`src/rtl/instr_fetch.sv`:
```
// ---------------------------------------------------------------------------
// instr_fetch
//   Instruction fetch stage feeding the main control decoder. Owns the PC,
//   issues one instruction-memory read at a time (req/ready, then rvalid),
//   holds the returned word and offers it downstream with valid/ready. On
//   accept, the next PC is chosen from the jump / branch-taken outcome that
//   decode/execute report for the held instruction.
//
// Ports
//   clk, reset_n              clock, synchronous active-low reset
//   imem_req/imem_addr        read request and address (= pc)
//   imem_ready                memory accepts the request this cycle
//   imem_rvalid/imem_rdata    read response
//   instr_valid/instr_ready   downstream handshake for the held instruction
//   instr, op, pc, pcplus4    held word, its op field, its address, address+4
//   jump, branch_taken        control outcome, sampled only on accept
//   instr_count               accepted-instruction counter (wraps)
// ---------------------------------------------------------------------------
module instr_fetch #(
  parameter int                ADDR_W   = 32,
  parameter logic [ADDR_W-1:0] RESET_PC = '0
) (
  input  logic              clk,
  input  logic              reset_n,
  output logic              imem_req,
  output logic [ADDR_W-1:0] imem_addr,
  input  logic              imem_ready,
  input  logic              imem_rvalid,
  input  logic [31:0]       imem_rdata,
  output logic              instr_valid,
  input  logic              instr_ready,
  output logic [31:0]       instr,
  output logic [5:0]        op,
  output logic [ADDR_W-1:0] pc,
  output logic [ADDR_W-1:0] pcplus4,
  input  logic              jump,
  input  logic              branch_taken,
  output logic [31:0]       instr_count
);

  typedef enum logic [1:0] {
    S_FETCH = 2'd0,
    S_WAIT  = 2'd1,
    S_HOLD  = 2'd2
  } state_e;

  state_e            state_q, state_d;
  logic [ADDR_W-1:0] pc_q, pc_d;
  logic [31:0]       instr_q, instr_d;
  logic [31:0]       count_q, count_d;

  logic [ADDR_W-1:0] pc_inc;
  logic [ADDR_W-1:0] jump_tgt;
  logic [ADDR_W-1:0] branch_tgt;
  logic [ADDR_W-1:0] next_pc;

  // Target computation (all modulo 2^ADDR_W). Jump keeps the upper nibble
  // of pc+4 and splices in the 26-bit word index; branch adds the
  // sign-extended word offset to pc+4. Jump wins over branch.
  always_comb begin
    pc_inc     = pc_q + ADDR_W'(4);
    jump_tgt   = {pc_inc[ADDR_W-1:28], instr_q[25:0], 2'b00};
    branch_tgt = pc_inc + {{(ADDR_W-18){instr_q[15]}}, instr_q[15:0], 2'b00};
    if (jump)              next_pc = jump_tgt;
    else if (branch_taken) next_pc = branch_tgt;
    else                   next_pc = pc_inc;
  end

  // NOTE: every signal assigned here gets a default first, so no path
  // through the case statement can leave it unassigned and infer a latch.
  always_comb begin
    state_d = state_q;
    pc_d    = pc_q;
    instr_d = instr_q;
    count_d = count_q;
    unique case (state_q)
      S_FETCH: begin
        // A response without imem_ready in the same cycle is not ours.
        if (imem_ready) begin
          if (imem_rvalid) begin
            instr_d = imem_rdata;
            state_d = S_HOLD;
          end else begin
            state_d = S_WAIT;
          end
        end
      end
      S_WAIT: begin
        if (imem_rvalid) begin
          instr_d = imem_rdata;
          state_d = S_HOLD;
        end
      end
      S_HOLD: begin
        if (instr_ready) begin
          pc_d    = next_pc;
          count_d = count_q + 32'd1;
          state_d = S_FETCH;
        end
      end
      default: state_d = S_FETCH;
    endcase
  end

  // NOTE: state registers use non-blocking assignments so every flop
  // samples the pre-edge values computed above, independent of order.
  always_ff @(posedge clk) begin
    if (!reset_n) begin
      state_q <= S_FETCH;
      pc_q    <= RESET_PC;
      instr_q <= '0;
      count_q <= '0;
    end else begin
      state_q <= state_d;
      pc_q    <= pc_d;
      instr_q <= instr_d;
      count_q <= count_d;
    end
  end

  // Handshake outputs are forced low while reset_n is held, since the state
  // register already reads FETCH after the first reset edge.
  assign imem_req    = reset_n && (state_q == S_FETCH);
  assign instr_valid = reset_n && (state_q == S_HOLD);
  assign imem_addr   = pc_q;
  assign pc          = pc_q;
  assign pcplus4     = pc_inc;
  assign instr       = instr_q;
  assign op          = instr_q[31:26];
  assign instr_count = count_q;

endmodule

```
`config.mk`:
```
export PLATFORM = sky130hd
export DESIGN_NAME = instr_fetch
export DESIGN_NICKNAME = d
export VERILOG_FILES = /design/src/rtl/instr_fetch.sv
export SDC_FILE = /design/constraint.sdc
export NUM_CORES = 1
export LEC_CHECK = 0
export BUFFER_PORTS_ARGS = -buffer_cell sky130_fd_sc_hd__buf_2
export CORE_ASPECT_RATIO = 1.75
export CORE_UTILIZATION = 47
export CTS_CLUSTER_SIZE = 12
export DETAILED_ROUTE_END_ITERATION = 10
export PLACE_DENSITY = 0.77
export SETUP_SLACK_MARGIN = 0.05
export SYNTH_ARGS = -nofsm -noshare
export SYNTH_HDL_FRONTEND = slang
export SYNTH_SLANG_ARGS = --single-unit
```
`constraint.sdc`:
```
create_clock -name clk -period 3.95 [get_ports clk]
set_clock_uncertainty 0.05 [all_clocks]
set_input_delay 0.9875 -clock clk [delete_from_list [all_inputs] [get_ports clk]]
set_output_delay 0.9875 -clock clk [all_outputs]
set_load 0.005 [all_outputs]
```
==> summary.txt <==
Floorplan
  – Starting density of the core: 0.481
  – IO Pins: 207
  – Die X: 92.1 um
  – DIE AREA: 14700 um2
  – Die Ht: 160 um
  – Num rows: 57
  – Core Box Area: 13900 um2

Synth
  – Yosys top cell by area: dfxtp_1
  – Post-Synthesis Cell Area: 6680 um2
  – Synthesis-stage register bit count: 96
  – Number of synthesized flops with an enable pin: 0
  – Yosys cell types: 79
  – Sequential area share after synthesis: 0.288
  – Yosys warns: 0
  – Synth Area in Simple Gates: 0.248
  – Synth top area cells: dfxtp_1 29%, nand2_1 8.0%, ha_1 6.9%, a21oi_1 5.4%, xor2_1 5.2%
  – Xor and xnor area share after synthesis: 0.103
  – Mux contribution to synthesized area: 0.00449
  – Asr flop ratio synth: 0
  – Share of the synthesized area in the top cell type: 0.288
  – Synth Area in Adders: 0.0723
  – Cells after synthesis: 860
  – Largest family of logic cells by synthesized area: simple AND/OR/NAND/NOR gates
  – Synthesized area per cell: 7.77 um2
  – Complex-gate fraction of the synthesized area: 0.205
  – Ys flop type: dfxtp_1

STA
  – Minimum clock period after layout: 3.76 ns
  – Setup-failing EPs final: 0
  – Hold Fails Final Rpt: 0
  – Max Slew Vio Count: 0
  – Max Clk Rate: 266 MHz
  – Fin crit share: 0.952
  – Max-slew headroom: 0.417
  – Setup ws final: 0.190 ns
  – Worst-margin pin slew: 0.874 ns
  – Unrepaired setup endpoints after global routing: true
  – Final setup TNS: 0 ns

Critical path
  – Worst path bufs/invs: 1
  – CP arrival: 3.94 ns
  – CP required: 4.13 ns
  – Crit end category: flip-flop
  – Max FO, Critical Path: 7
  – Slowest CP cell: or4_1
  – Crit-path leading delay family: simple AND/OR/NAND/NOR gates
  – Slowest stage delay, CP: 0.46 ns
  – Worst setup path category: flip-flop to flip-flop
  – Startpoint Class: flip-flop
  – CP cell instances: and3_1, nand3_2, xnor2_4, ha_2, and3_4, a221oi_4, nand3_1, a221oi_4, a2111oi_1, buf_4, or4_1, nand3_1, a21oi_1

Clock tree
  – Clock sinks: 96
  – Clock latency on the worst-skew pair: 0.35 ns
  – Register clock-pin slew on the reported worst setup and hold paths: 0.08 ns
  – Root Driver: clkbuf_16
  – H-Tree Depth: 3
  – CTS tree: built
  – Post-CTS Hold Buffers: 0
  – Total CTS buffers: 9
  – Deepest clock path buffer count: 2

Layout
  – Register area: 1930 um2
  – Syn-to-layout area delta: 23.4%
  – N_diodes: 0
  – Fin nets: 1126
  – Fillers: 1317
  – Area of the multi-input gates: 4380 um2
  – Layout cells sized above 1: 0.298

Run status
  – Status: finished clean

Placed design
  – Port Buffers: 200
  – DP HPWL: 16.7 mm
  – Pre-CTS setup slack: 0.0284 ns
  – Routability cong.: 1.01

Global routing
  – GRT Total Usage: 0.297
  – Number of global-route vias before repair: 6818
  – First-pass GRT wire length: 34.5 mm
  – Initial antenna violation count: 0
  – Largest net degree at the start of global routing: 40
  – GRT Residual Overflow: 0

Power and ir drop
  – Design Power: 2.24 mW
  – Max VDD drop: 0.240 mV
  – PwrDens: 272 nW/um2
  – Leakage power: 4.02 nW

Drt
  – Vias: 7093
  – # DRC: 0
  – Routed WL per cell: 17.8 um
  – Vias/cell: 5.76
  – DRT Pass-1 Iters: 5
  – DRT antenna net count: 0
  – Final wirelength: 21.9 mm
  – Initial drt markers: 470

Worst hold path
  – Hold WC Path Type: flip-flop to flip-flop

Flow run
  – Max Cap Viol: 0
-- cells in the final DEF, fill, tap and decap left out, types with 3 or more instances in the layout --
master | synthesis | final
xnor2_1 | 35 | 31
o31ai_1 | 10 | 9
nand4_1 | 11 | 11
a211oi_1 | 9 | 7
a21o_1 | 14 | 14
xor2_2 | 2 | 3
buf_4 | 43 | 51
and3_1 | 16 | 16
mux2i_1 | 3 | 3
a41oi_1 | 3 | 3
xnor2_2 | 0 | 3
nor3_1 | 16 | 14
and4_1 | 9 | 8
o21ai_0 | 36 | 36
xor2_1 | 40 | 39
ha_1 | 37 | 35
o211ai_1 | 14 | 14
dfxtp_2 | 0 | 5
buf_2 | 1 | 200
or3_1 | 7 | 7
inv_1 | 10 | 9
a22o_1 | 3 | 3
o21a_1 | 5 | 5
dfxtp_1 | 96 | 91
nor2_1 | 78 | 75
a211o_1 | 3 | 3
a211oi_2 | 1 | 3
nand2_1 | 143 | 143
o21bai_1 | 3 | 3
conb_1 | 1 | 6
nand2b_1 | 5 | 5
a21oi_1 | 72 | 70
clkbuf_16 | 0 | 9
a31oi_1 | 4 | 4
nand3_1 | 40 | 40
and2_1 | 4 | 4
-- synthesized netlist by cell type, drive strengths merged (13+ instances only) --
cell type,number
nand2,143
dfxtp,96
nor2,78
a21oi,72
buf,47
xor2,42
nand3,41
o21ai,38
ha,37
xnor2,35
clkbuf,31
nor3,18
and3,17
o211ai,15
a21o,14
nand4,13
-- stage by stage --
step	hold WS [ns]	cell area (um2)	utilization	cells
global placement	0.403	7820	0.562	1213
global route	0.439	8250	0.593	1231
finish	0.415	8250	0.593	1231
detailed placement	0.404	7820	0.562	1213
floorplan	0.411	6720	-	865
CTS	0.415	8110	0.583	1229
-- worst reg2reg max path, delay by kind of cell, from the launching register on --
family | cells | cell delay (ns)
adders and majority gates | 1 | 0.38
buffers and inverters | 1 | 0.17
AOI/OAI and AO/OA | 4 | 1.02
xor gates and xnor gates | 1 | 0.25
DFF | 1 | 0.39
and+or+nand+nor | 6 | 1.38
-- flip-flops by register name (all words and copies together), names as in the netlist --
name         flops
state_q          2
instr           32
imem_addr       30
instr_count     32
-- routing by layer --
metal,GRT usage,part of all wire,vias to the layer above
met2,0.535,0.51,298
met5,0,0,-
met4,0.172,0.060,0
met1,0.322,0.37,3334
met3,0.0471,0.058,76
li1,-,-,3385
-- final timing paths --
path | slack, ns | start | cells past startpoint | endpoint
worst max-delay path | 0.19 | imem_addr[5] | 13 | imem_addr[28]
worst min-delay path | 0.41 | instr[26] | 2 | instr[26]
worst max register to register | 0.19 | imem_addr[5] | 13 | imem_addr[28]
worst min register to register | 0.41 | instr[26] | 2 | instr[26]
-- area by class of cell --
type / instances / area share
Clock buffer: 10 / 0.0278
Clock inverter: 6 / 0.00698
Inverter: 11 / 0.00501
Multi-Input combinational cell: 680 / 0.532
Sequential cell: 96 / 0.234
Tap cell: 177 / 0.0269
Timing Repair Buffer: 251 / 0.168
-- kinds of logic (layout without fill, tap and decap cells) --
kind of cell,after synthesis,after routing
buffers and inverters,89,278
other,1,6
adders and majority gates,38,38
muxes,3,3
xor gates and xnor gates,77,77
and+or+nand+nor,349,349
AOI/OAI and AO/OA,207,207
DFF,96,96
-- power by group --
group / switching (mW) / leakage, nW / internal (mW)
Clock: 0.436 / 0.141 / 0.445
Combinational: 0.199 / 3.10 / 0.134
Sequential: 0.0344 / 0.781 / 0.995
-- what timing repair did --
action                                  4_1_cts  5_1_grt
pin swaps                                     0        6
resized for setup                             1       23
gates cloned                                  0        0
endpoints found under the setup margin        1        8
setup buffers                                 0        2
No activity file was read; power rests on OpenSTA's default activity.
